File: src/rtl/btb_update_ctrl_if.sv
`default_nettype none
// ============================================================================
//  Module   : btb_update_ctrl_if
//  Brief    : Update, drain and invalidate signals of the BTB write scheduler.
//  Revision : 1.0
// ============================================================================
interface btb_update_ctrl_if #(
    parameter int DEPTH    = 4,
    parameter int NUM_SETS = 8
);
    localparam int IW = (NUM_SETS > 1) ? $clog2(NUM_SETS) : 1;
    localparam int CW = $clog2(DEPTH) + 1;

    logic          upd_valid;
    logic [15:0]   upd_pc;
    logic [15:0]   upd_target;
    logic          upd_taken;
    logic          upd_ready;
    logic          flush_req;
    logic          fetch_lookup;
    logic          btb_wb_enable;
    logic [15:0]   btb_wb_addr;
    logic [15:0]   btb_wb_target;
    logic          btb_inv_enable;
    logic [IW-1:0] btb_inv_index;
    logic          busy;
    logic [CW-1:0] count;

    // master: MEM/fetch side; slave: the update controller
    modport master (
        output upd_valid, upd_pc, upd_target, upd_taken, flush_req, fetch_lookup,
        input  upd_ready, btb_wb_enable, btb_wb_addr, btb_wb_target,
               btb_inv_enable, btb_inv_index, busy, count
    );

    modport slave (
        input  upd_valid, upd_pc, upd_target, upd_taken, flush_req, fetch_lookup,
        output upd_ready, btb_wb_enable, btb_wb_addr, btb_wb_target,
               btb_inv_enable, btb_inv_index, busy, count
    );
endinterface
`default_nettype wire

File: src/rtl/btb_update_ctrl.sv
`default_nettype none
// ============================================================================
//  Module   : btb_update_ctrl
//  Brief    : Buffers taken-branch updates and drains them into the BTB write
//             port in fetch-idle cycles; sequences invalidate sweeps.
//  Revision : 1.0
// ============================================================================
module btb_update_ctrl #(
    parameter int DEPTH        = 4,
    parameter int NUM_SETS     = 8,
    parameter int STARVE_LIMIT = 4
) (
    input  wire logic         clk,
    input  wire logic         reset_n,
    btb_update_ctrl_if.slave  bus
);
    localparam int PW = $clog2(DEPTH);
    localparam int CW = $clog2(DEPTH) + 1;
    localparam int IW = (NUM_SETS > 1) ? $clog2(NUM_SETS) : 1;
    localparam int SW = $clog2(STARVE_LIMIT + 1);

    localparam logic [CW-1:0] c_depth    = CW'(DEPTH);
    localparam logic [IW-1:0] c_last_set = IW'(NUM_SETS - 1);
    localparam logic [SW-1:0] c_starve   = SW'(STARVE_LIMIT);

    typedef enum logic [0:0] {
        ST_RUN   = 1'b0,
        ST_FLUSH = 1'b1
    } state_t;

    state_t        state_q,     state_d;
    logic [IW-1:0] inv_index_q, inv_index_d;
    logic [CW-1:0] count_q,     count_d;
    logic [PW-1:0] wr_ptr_q,    wr_ptr_d;
    logic [PW-1:0] rd_ptr_q,    rd_ptr_d;
    logic [SW-1:0] starve_q,    starve_d;

    logic [15:0]   fifo_pc_q  [DEPTH];
    logic [15:0]   fifo_tgt_q [DEPTH];

    logic w_run;
    logic w_starve;
    logic w_ready;
    logic w_push;
    logic w_wb;

    always_comb begin
        w_run    = (state_q == ST_RUN);
        w_starve = (starve_q == c_starve);
        w_ready  = w_run && (count_q < c_depth) && !bus.flush_req;
        // not-taken updates are accepted but never occupy a slot
        w_push   = bus.upd_valid && w_ready && bus.upd_taken;
        w_wb     = w_run && (count_q != '0) && (!bus.fetch_lookup || w_starve);
    end

    always_comb begin
        state_d     = state_q;
        inv_index_d = inv_index_q;
        count_d     = count_q;
        wr_ptr_d    = wr_ptr_q;
        rd_ptr_d    = rd_ptr_q;
        starve_d    = starve_q;
        case (state_q)
            ST_FLUSH: begin
                starve_d = '0;
                if (inv_index_q == c_last_set) begin
                    state_d     = ST_RUN;
                    inv_index_d = '0;
                end else begin
                    inv_index_d = inv_index_q + 1'b1;
                end
            end
            ST_RUN: begin
                if (bus.flush_req) begin
                    // queued updates may describe code that is about to change
                    state_d     = ST_FLUSH;
                    inv_index_d = '0;
                    count_d     = '0;
                    wr_ptr_d    = '0;
                    rd_ptr_d    = '0;
                    starve_d    = '0;
                end else begin
                    if (w_push) wr_ptr_d = wr_ptr_q + 1'b1;
                    if (w_wb)   rd_ptr_d = rd_ptr_q + 1'b1;
                    count_d = count_q + CW'(w_push) - CW'(w_wb);
                    if ((count_q == '0) || w_wb) begin
                        starve_d = '0;
                    end else if (!w_starve) begin
                        starve_d = starve_q + 1'b1;
                    end
                end
            end
            default: state_d = ST_FLUSH;
        endcase
    end

    always_ff @(posedge clk) begin
        if (!reset_n) begin
            state_q     <= ST_FLUSH;
            inv_index_q <= '0;
            count_q     <= '0;
            wr_ptr_q    <= '0;
            rd_ptr_q    <= '0;
            starve_q    <= '0;
        end else begin
            state_q     <= state_d;
            inv_index_q <= inv_index_d;
            count_q     <= count_d;
            wr_ptr_q    <= wr_ptr_d;
            rd_ptr_q    <= rd_ptr_d;
            starve_q    <= starve_d;
        end
    end

    always_ff @(posedge clk) begin
        if (w_push) begin
            fifo_pc_q[wr_ptr_q]  <= bus.upd_pc;
            fifo_tgt_q[wr_ptr_q] <= bus.upd_target;
        end
    end

    assign bus.upd_ready      = w_ready;
    assign bus.btb_wb_enable  = w_wb;
    assign bus.btb_wb_addr    = (count_q != '0) ? fifo_pc_q[rd_ptr_q]  : 16'h0000;
    assign bus.btb_wb_target  = (count_q != '0) ? fifo_tgt_q[rd_ptr_q] : 16'h0000;
    assign bus.btb_inv_enable = (state_q == ST_FLUSH);
    assign bus.btb_inv_index  = inv_index_q;
    assign bus.busy           = (state_q == ST_FLUSH) || (count_q != '0);
    assign bus.count          = count_q;

endmodule
`default_nettype wire
File: src/flat_wrapper.sv
// flat-port wrapper written by rule: the top's interface ports become plain ports
module btb_update_ctrl_flat 
#(
    parameter int DEPTH        = 4,
    parameter int NUM_SETS     = 8,
    parameter int STARVE_LIMIT = 4
)
  (clk, reset_n, bus_upd_valid, bus_upd_pc, bus_upd_target, bus_upd_taken, bus_flush_req, bus_fetch_lookup, bus_upd_ready, bus_btb_wb_enable, bus_btb_wb_addr, bus_btb_wb_target, bus_btb_inv_enable, bus_btb_inv_index, bus_busy, bus_count);
  btb_update_ctrl_if #(.DEPTH(DEPTH), .NUM_SETS(NUM_SETS)) bus_i ();
  input  wire logic clk;
  input  wire logic reset_n;
  input wire logic [$bits(bus_i.upd_valid)-1:0] bus_upd_valid;
  input wire logic [$bits(bus_i.upd_pc)-1:0] bus_upd_pc;
  input wire logic [$bits(bus_i.upd_target)-1:0] bus_upd_target;
  input wire logic [$bits(bus_i.upd_taken)-1:0] bus_upd_taken;
  input wire logic [$bits(bus_i.flush_req)-1:0] bus_flush_req;
  input wire logic [$bits(bus_i.fetch_lookup)-1:0] bus_fetch_lookup;
  output wire logic [$bits(bus_i.upd_ready)-1:0] bus_upd_ready;
  output wire logic [$bits(bus_i.btb_wb_enable)-1:0] bus_btb_wb_enable;
  output wire logic [$bits(bus_i.btb_wb_addr)-1:0] bus_btb_wb_addr;
  output wire logic [$bits(bus_i.btb_wb_target)-1:0] bus_btb_wb_target;
  output wire logic [$bits(bus_i.btb_inv_enable)-1:0] bus_btb_inv_enable;
  output wire logic [$bits(bus_i.btb_inv_index)-1:0] bus_btb_inv_index;
  output wire logic [$bits(bus_i.busy)-1:0] bus_busy;
  output wire logic [$bits(bus_i.count)-1:0] bus_count;
  assign bus_i.upd_valid = bus_upd_valid;
  assign bus_i.upd_pc = bus_upd_pc;
  assign bus_i.upd_target = bus_upd_target;
  assign bus_i.upd_taken = bus_upd_taken;
  assign bus_i.flush_req = bus_flush_req;
  assign bus_i.fetch_lookup = bus_fetch_lookup;
  assign bus_upd_ready = bus_i.upd_ready;
  assign bus_btb_wb_enable = bus_i.btb_wb_enable;
  assign bus_btb_wb_addr = bus_i.btb_wb_addr;
  assign bus_btb_wb_target = bus_i.btb_wb_target;
  assign bus_btb_inv_enable = bus_i.btb_inv_enable;
  assign bus_btb_inv_index = bus_i.btb_inv_index;
  assign bus_busy = bus_i.busy;
  assign bus_count = bus_i.count;
  btb_update_ctrl #(.DEPTH(DEPTH), .NUM_SETS(NUM_SETS), .STARVE_LIMIT(STARVE_LIMIT)) u_core (.clk(clk), .reset_n(reset_n), .bus(bus_i));
endmodule
File: config.mk
export PLATFORM = sky130hd
export DESIGN_NAME = btb_update_ctrl_flat
export DESIGN_NICKNAME = d
export VERILOG_FILES = /design/src/rtl/btb_update_ctrl_if.sv /design/src/rtl/btb_update_ctrl.sv /design/src/flat_wrapper.sv
export SDC_FILE = /design/constraint.sdc
export NUM_CORES = 1
export LEC_CHECK = 0
export ABC_AREA = 1
export CAP_MARGIN = 5
export CORE_MARGIN = 2
export CORE_UTILIZATION = 57
export CTS_BUF_LIST = sky130_fd_sc_hd__clkbuf_4 sky130_fd_sc_hd__clkbuf_8
export DETAILED_ROUTE_END_ITERATION = 8
export GPL_TIMING_DRIVEN = 1
export PLACE_DENSITY = 0.82
export SYNTH_ARGS = -nofsm -noshare
export SYNTH_HDL_FRONTEND = slang
export SYNTH_SLANG_ARGS = --single-unit
File: constraint.sdc
create_clock -name clk -period 4.3 [get_ports clk]
set_input_delay 1.29 -clock clk [delete_from_list [all_inputs] [get_ports clk]]
set_output_delay 1.29 -clock clk [all_outputs]
set_load 0.01 [all_outputs]
==> results of run 1 <==
area by class of cell:
class	instances	area (um^2)
sequential	144	4170
fill	631	2630
multi-input combinational	296	1470
timing repair buffer	89	866
clock buffer	23	304
clock inverter	9	174
tap	133	166
inverter	23	93.8
sequential cells by signal, summed over array words and instances, names as in the netlist, named ones only:
register                   count
u_core.fifo_tgt_q             64
u_core.bus.btb_inv_enable      1
u_core.fifo_pc_q              64
u_core.rd_ptr_q                2
u_core.wr_ptr_q                2
u_core.bus.count               3
u_core.bus.btb_inv_index       3
u_core.starve_q                3
how the worst max path moves through the flow:
stage,startpoint,cells after the start,to
floorplan,bus_flush_req,3,u_core.fifo_pc_q[0][0]$_DFFE_PP_
global placement,bus_flush_req,5,bus_upd_ready
finish,bus_flush_req,5,bus_upd_ready
detailed placement,bus_flush_req,5,bus_upd_ready
global route,bus_flush_req,5,bus_upd_ready
CTS,bus_flush_req,5,bus_upd_ready
layout by cell type (no fill, tap or decap):
cell type	n
a21oi_2	3
edfxtp_1	128
buf_4	10
o21ai_1	42
a21oi_1	40
o21ai_0	24
ha_1	10
clkinv_4	1
clkbuf_8	21
xnor2_1	2
dfxtp_2	1
a211oi_1	1
nor3_2	1
nand4_4	1
clkinv_2	1
o211ai_1	1
nand3_1	6
bufinv_16	5
nand2_1	18
o21bai_1	1
inv_4	4
inv_2	2
inv_1	18
a2bb2oi_1	1
nor2_1	135
nor2_2	1
clkbuf_4	2
clkinv_1	1
fa_1	1
dfxtp_1	15
nor2_4	5
nand2_2	3
clkdlybuf4s50_1	79
power by group:
group / internal (mW) / switching, mW
clock: 0.767 / 0.466
combinational: 0.0386 / 0.0281
sequential: 1.52 / 0.00322
metrics by stage:
stage          setup slack, ns  instances  instance area (um^2)  hold WS [ns]  power (mW)
2_1_floorplan            0.864        487                  5850         0.464        1.57
4_1_cts                  0.275        717                  7240         0.495        2.84
6_report                 0.267        717                  7240         0.497        2.82
3_3_place_gp             0.308        685                  6760         0.472        1.62
5_1_grt                  0.224        717                  7240         0.527        2.91
3_5_place_dp             0.287        685                  6760         0.483        1.62
cells by family (layout without fill, tap and decap cells):
group / after synthesis / after routing / share of synthesized area [%]
buffers and inverters: 47 / 144 / 4.28
AND/OR/NAND/NOR: 170 / 170 / 11.7
adder cells (fa/ha/maj): 11 / 11 / 2.48
flip-flops: 144 / 144 / 71.2
XOR/XNOR: 2 / 2 / 0.299
AO/OA/AOI/OAI: 113 / 113 / 10.0
per-layer routing:
layer	part of all wire, %	GRT usage, %	vias to the layer above
met5	0	0	-
met4	0.96	9.14	0
met3	6.7	6.25	10
met2	51	37.1	159
met1	41	29.1	1893
li1	-	-	1871
critical path: stages:
cell,delay (ns)
clkdlybuf4s50_1,0.50
nor2_4,0.24
inv_4,0.07
nor2_1,0.10
clkdlybuf4s50_1,0.54
==> results.md, run 1 <==
- Status: finished clean
- Post-DP HPWL: 6990 um
- Resized Gates After CTS: 0
- Pleak: 2.51 nW
- HP Class: flop to flop
- TritonCTS clock tree: built
- CP Max Fanout: 6
- RSZ-0062 raised after global routing: false
- Clock transition at path regs: 0.07 ns
- Crit Path Class: primary input to output port
- Die Ht: 105 um
- Hold Path Sink: u_core.starve_q[0]$_SDFFE_PN0P_
- Vias in the first global route: ~4,000
- Bufs on Longest Clock Path: 2
- Via density: ~5.5
- Power per cell area: 390 nW/um^2
- Final worst-path cycle share: 93.8%
- Initial antenna violation count: 0
- TritonCTS Buffers: 17
- Top_reg_cell synth: edfxtp_1
- Initial Util: between 50% and 60%
- Synth area leaders: edfxtp_1 66%, nor2_1 8.9%, dfxtp_1 5.5%, o21ai_1 3.6%, a21oi_1 3.4%
- Clock Tree Root: clkbuf_8
- Fin util: 73.4%
- Flop2flop setup slack: 1.83 ns
- Register area share after synthesis: slightly above 70%
- Max Slew Vio Count: 0
- Antenna Violating Nets Remaining: 0
- Area of the die: 11,100 um^2
- Final min period: 4.03 ns
- R2r endpoint: u_core.bus.count[1]$_SDFFE_PN0N_
- Pin count of the biggest net entering global routing: 65
- Clock Sink Count: 144
- Crit path DAT: between 2 and 3 ns
- Post-synthesis cell type count: 31
- Mapped Avg Cell Area: 12.0 um^2
- Setup Buffers After CTS: 0
- Max Clock Freq: between 0.2 and 0.25 GHz
- Max IR drop VDD: 0.265 mV
- Final wirelength: 12,000 um
- Hold Path Origin: u_core.starve_q[0]$_SDFFE_PN0P_
- Number of port buffers: between 70 and 80
- Max-cap violations: 0
- Endpoint class of the critical path: output port
- H-tree level count: 4
- Overall Global Routing Usage: between 20% and 30%
- # IOs: 80
- Post-synthesis cell area: 5850 um^2
- # setup viols final: 0
- Synth-to-layout area growth: 23.7%
- Rel. slew slack: 19.5%
- Final Skew: 0.00997 ns
- Most instantiated library cell after synthesis: nor2_1
- Clk Latency, worst-skew pair: 0.42 ns
- Cell taking the most area after synthesis: edfxtp_1
- Final Hold Viols: 0
- Worst Reg-to-Reg Cells: 13
- Syn. warnings: 0
- FFs w/ async S/R, synth: 0%
- GP Congestion: 0.833
- Reg2reg start: u_core.starve_q[0]$_SDFFE_PN0P_
- Fraction of layout cells with a size suffix above 1: a little over a tenth
- Routed vias: about 3,900
- Req. time, crit path: between 3 and 4 ns
- Setup TNS: 0 ns
- Core area: 9860 um^2
- # diodes: 0
- Post-Synthesis Cells: 487
- Hold Buf Count CTS: 0
- Yosys top cell area share: 65.7%
- DR pass1 iterations: 4
- Routed WL per cell: about 17 um
- Top cells by count, synth: 139 x nor2_1, 128 x edfxtp_1, 42 x o21ai_1, 40 x a21oi_1, 24 x o21ai_0
- Syn_nets: 536
- Hold depth: 2
- First-pass GRT wire length: a little under 20,000 um
- Rows: 36
- Grt ovf: 0
- Nets: 620
- Post-synth EDFFs: 128
- DRC errors left: 0
- DR iter-0 viols: 283
- Startpoint Class: primary input
- Synthesized flop and latch total: around 140
- Die width: roughly 110 um
- Worst Max-Slew Pin Slew: 1.21 ns
Power figures use the tool's default switching activity.
==> run 2: changes to the inputs <==
GPL_ROUTABILITY_DRIVEN = 0   (was default)
==> results of run 2 <==
Same layout as run 1: the final DEF is identical, and so are final timing and power.
==> edit 1, RTL diff (flow settings as in run 2) <==
`STARVE_LIMIT` is set to 4 in 2 places; all go to 8.
--- a/src/rtl/btb_update_ctrl.sv
+++ b/src/rtl/btb_update_ctrl.sv
@@ -8,7 +8,7 @@
 module btb_update_ctrl #(
     parameter int DEPTH        = 4,
     parameter int NUM_SETS     = 8,
-    parameter int STARVE_LIMIT = 4
+    parameter int STARVE_LIMIT = 8
 ) (
     input  wire logic         clk,
     input  wire logic         reset_n,
--- a/src/flat_wrapper.sv
+++ b/src/flat_wrapper.sv
@@ -3,7 +3,7 @@
 #(
     parameter int DEPTH        = 4,
     parameter int NUM_SETS     = 8,
-    parameter int STARVE_LIMIT = 4
+    parameter int STARVE_LIMIT = 8
 )
   (clk, reset_n, bus_upd_valid, bus_upd_pc, bus_upd_target, bus_upd_taken, bus_flush_req, bus_fetch_lookup, bus_upd_ready, bus_btb_wb_enable, bus_btb_wb_addr, bus_btb_wb_target, bus_btb_inv_enable, bus_btb_inv_index, bus_busy, bus_count);
   btb_update_ctrl_if #(.DEPTH(DEPTH), .NUM_SETS(NUM_SETS)) bus_i ();
Behaviour: same outputs for any inputs over 10 cycles, from zero or initial values and one cycle with reset_n low; that may be too few to reach the edited logic, so the function may still have changed.
==> edit 1 against run 2 <==
- synthesized area grew 0.71%
- sequential cell count grew 1
- cell area grew 0.40%
- wire length shrank 0.17%
- total power grew 0.33%
- worst setup slack lost 23 ps
- highest routed layer unchanged
- count of clock-buffer cells in the layout shrank 1
- die area grew 0.68%
==> edit 1: results (changes against run 2) <==
Synth area leaders -> edfxtp_1, nor2_1, dfxtp_1
IO buf count -> 79 (unchanged)
WL per Instance -> 16.5 µm (-1.3%)
Layout cells sized above 1 -> 9.00% (-1.4 points)
Initial drt markers -> 322 (+14%)
Post-CTS Setup Bufs -> 0 (unchanged)
CP top delay family -> buffers and inverters
Syn. warnings -> 0 (unchanged)
Num CTS Buffers -> 17 (unchanged)
R2R cell count -> 14 (+1)
WHS Path Cells -> 2 (unchanged)
Synth Net Count -> 541 (+0.93%)
Crit path DAT -> 2770 ps (+30 ps)
EDFF count, synth -> 128 (unchanged)
Root buf cell -> clkbuf_8
Post-CTS sizing -> 0 (unchanged)
ANT cells -> 0 (unchanged)
Synth cell types -> 26 (-16%)
Largest net degree at the start of global routing -> 65 (unchanged)
Max IR drop VDD -> 0.238 mV (-10%)
Worst hold path type -> register to register
TritonRoute pass-1 iters -> 4 (unchanged)
GRT Util Overall -> 22.4% (-0.41 points)
CP peak stage delay -> 540 ps (about the same)
Status -> complete, no violations
Leakage -> 2.53 nW (+0.91%)
Clock Skews -> 10.6 ps (+0.588 ps)
Ys flop type -> edfxtp_1
Tightest Pin Transition -> 1180 ps (-22.5 ps)
Vias in the first global route -> 3844 (-3.7%)
Hold WS -> 506 ps (+8.93 ps)
Hold Crit Endpoint -> u_core.bus.count[0]$_SDFFE_PN0N_
Post-DP HPWL -> 7090 µm (+1.4%)
Placed cell areas -> 6790 µm² (+0.50%)
Clock buffer depth -> 2 (unchanged)
Clk_lat worst skew -> 430 ps
Seq/Total Area, Yosys -> 71.0% (-0.16 points)
RR Startpoint -> u_core.starve_q[0]$_SDFFE_PN0P_
Top flop regs -> u_core.fifo_pc_q x64, u_core.fifo_tgt_q x64, u_core.starve_q x4
Crit Path Max Fanout -> 7 (+1)
Synth top cells by count -> nor2_1, edfxtp_1, a21oi_1, o21ai_1, o21ai_0
First-pass GRT wire length -> 18700 µm (-3.0%)
Worst-path clk slew -> 80 ps
H-tree depth -> 4 (unchanged)
Max stage delay cell, worst path -> clkdlybuf4s50_1
Vias per cell -> 5.35 (-2.5%)
Fraction of registers with async set/reset -> 0% (unchanged)
Hold_sp -> u_core.bus.count[0]$_SDFFE_PN0N_
Initial antenna violation count -> 0 (unchanged)
Reg2reg end -> u_core.bus.count[2]$_SDFFE_PN0N_
Total Nets Final -> 625 (+0.81%)
R2r setup slk -> 1850 ps (+20 ps)
edit 1: cell type report:
class | count | area (µm²)
Multi-Input combinational cell | 301 | 1490
Clock inverter | 10 | 176
Clock buffer | 22 | 297
Fill cell | 674 | 2920
Timing Repair Buffer | 89 | 866
Inverter | 22 | 82.6
Tap cell | 136 | 170
Sequential cell | 145 | 4190
edit 1: worst max path at each step:
stage / start / end / slack (ps) / cells past startpoint
after global routing: bus_flush_req / bus_upd_ready / 160 / 5
after CTS: bus_flush_req / bus_upd_ready / 240 / 5
after floorplan: bus_flush_req / u_core.fifo_pc_q[0][0]$_DFFE_PP_ / 970 / 3
after global placement: bus_flush_req / bus_upd_ready / 280 / 5
after detailed placement: bus_flush_req / bus_upd_ready / 250 / 5
final: bus_flush_req / bus_upd_ready / 240 / 5
edit 1: report_power, final:
group	switching, mW	total (mW)	leakage (nW)	internal (mW)
logic	0.0272	0.0653	0.996	0.0381
registers	0.00293	1.53	1.29	1.53
clock network	0.478	1.23	0.245	0.757
edit 1: kinds of logic after synthesis:
kind of cell	Yosys count	synth area share, %
AO/OA/AOI/OAI	110	9.41
AND/OR/NAND/NOR	176	12.3
adder cells (fa/ha/maj)	11	2.46
flip-flops	145	71.0
buffers and inverters	46	4.25
XOR/XNOR	4	0.595
edit 1: per-stage QoR:
stage,setup WS (ps),total power [mW],instances
3_3_place_gp,284,1.63,693
6_report,244,2.83,725
2_1_floorplan,965,1.58,492
3_5_place_dp,252,1.63,693
5_1_grt,156,2.92,725
4_1_cts,242,2.85,725
edit 1: routing by layer:
layer  vias to the layer above  GRT usage [%]  wire length (µm)
met5                         -              0                 0
met4                         0           9.02               168
met3                        16           5.94               813
met2                       161           38.0              6140
met1                      1828           27.3              4870
li1                       1872              -                 -
==> edit 2, RTL diff (settings of run 2) <==
Made on the original files. Make the reset (`reset_n`) asynchronous in one clocked block.
--- a/src/rtl/btb_update_ctrl.sv
+++ b/src/rtl/btb_update_ctrl.sv
@@ -94,7 +94,7 @@
         endcase
     end
 
-    always_ff @(posedge clk) begin
+    always_ff @(posedge clk or negedge reset_n) begin
         if (!reset_n) begin
             state_q     <= ST_FLUSH;
             inv_index_q <= '0;
Behaviour: differs if reset_n is asserted again (counterexample within 4 cycles, from zero or initial values and one cycle with reset_n low); with reset_n held inactive, the same outputs for 10 cycles.
==> edit 2 against run 2 <==
- cell area is 1.5% lower
- critical path type unchanged
- synthesized area is 0.28% lower
- worst setup slack better by 16 ps
- critical endpoint unchanged
- wire length is 2.1% lower
- fmax is 0.40% higher
- sequential cell count is 2 lower
Power is not compared: it rests on default switching activity, and its combinational part moved more than twofold at a synthesized area within 25%.
==> edit 2: results (changes against run 2) <==
Status -> complete, no violations
Setup slack after placement -> 276 ps (-10.5 ps)
Post-DP HPWL -> 6900 µm (-1.3%)
Synth Net Count -> 526 (-1.9%)
Grt met3 use -> 4.99% (-1.3 points)
Wire length on met2 -> 6310 µm (+3.1%)
Post-Layout Cell Count -> 706 (-1.5%)
Hold WS -> 536 ps (+39.3 ps)
Slew margin rel. -> 53.1% (+34 points)
TritonRoute pass-1 iters -> 7 (+3)
Hold_sp -> u_core.bus.btb_inv_index[0]$_DFFE_PN0P_
Final clock-cell share -> 5.62% (-0.99 points)
Clock Skews -> 9.07 ps (-0.892 ps)
Initial drt markers -> 270 (-4.6%)
Post-Synthesis Cells -> 477 (-2.1%)
Crit Path Max Fanout -> 8 (+2)
Synth area leaders -> edfxtp_1, nor2_1, dfrtp_1
Clock buffer cells -> 18 (-22%)
Core Util, Final -> 72.3% (-1.1 points)
Via count -> 3797 (-3.5%)
DRT met1 WL -> 4630 µm (-7.1%)
Seq/Total Area, Yosys -> 71.9% (+0.73 points)
R2R cell count -> 14 (+1)
Detail Route met3 WL -> 697 µm (-13%)
Fraction of registers with async set/reset -> 9.86% (+9.9 points)
Filler cells -> 643 (+1.9%)
Synth cell types -> 26 (-16%)
Synth top cells by count -> nor2_1, edfxtp_1, o21ai_0, a21oi_1, o21ai_1
# placed instances -> 674 (-1.6%)
Fraction of area in multi-input gates -> 19.9% (-0.41 points)
First-pass GRT wire length -> 18700 µm (-2.8%)
Hold Crit Endpoint -> u_core.bus.btb_inv_index[0]$_DFFE_PN0P_
Data buffer area share -> 12.2% (+0.25 points)
Multi-In Gates -> 290 (-2.0%)
GRT Util Overall -> 22.3% (-0.46 points)
R2r setup slk -> 1930 ps (+100 ps)
Nonclk buf count -> 88 (-1.1%)
edit 2: cell families after synthesis:
group                      Yosys count  share of synthesized area [%]
buffers and inverters               45                           4.35
adders and majority gates           11                           2.49
and+or+nand+nor                    172                           11.7
AOI/OAI and AO/OA                  105                           9.22
xor gates and xnor gates             2                          0.300
DFF                                142                           71.9
edit 2: worst max-delay path: stages:
cell and delay [ps]:
clkdlybuf4s50_1 490, nor2_4 230, inv_1 90, nor2_1 90, clkdlybuf4s50_1 530
edit 2: worst max-delay path by stage:
stage	depth (start not counted)	slack [ps]	endpoint	from
after CTS	5	270	bus_upd_ready	bus_flush_req
after floorplan	3	910	u_core.fifo_pc_q[0][0]$_DFFE_PP_	bus_flush_req
after global placement	5	300	bus_upd_ready	bus_flush_req
after global routing	5	180	bus_btb_wb_addr[7]	u_core.rd_ptr_q[1]$_DFFE_PN0P_
after detailed placement	5	280	bus_upd_ready	bus_flush_req
final	5	280	bus_upd_ready	bus_flush_req
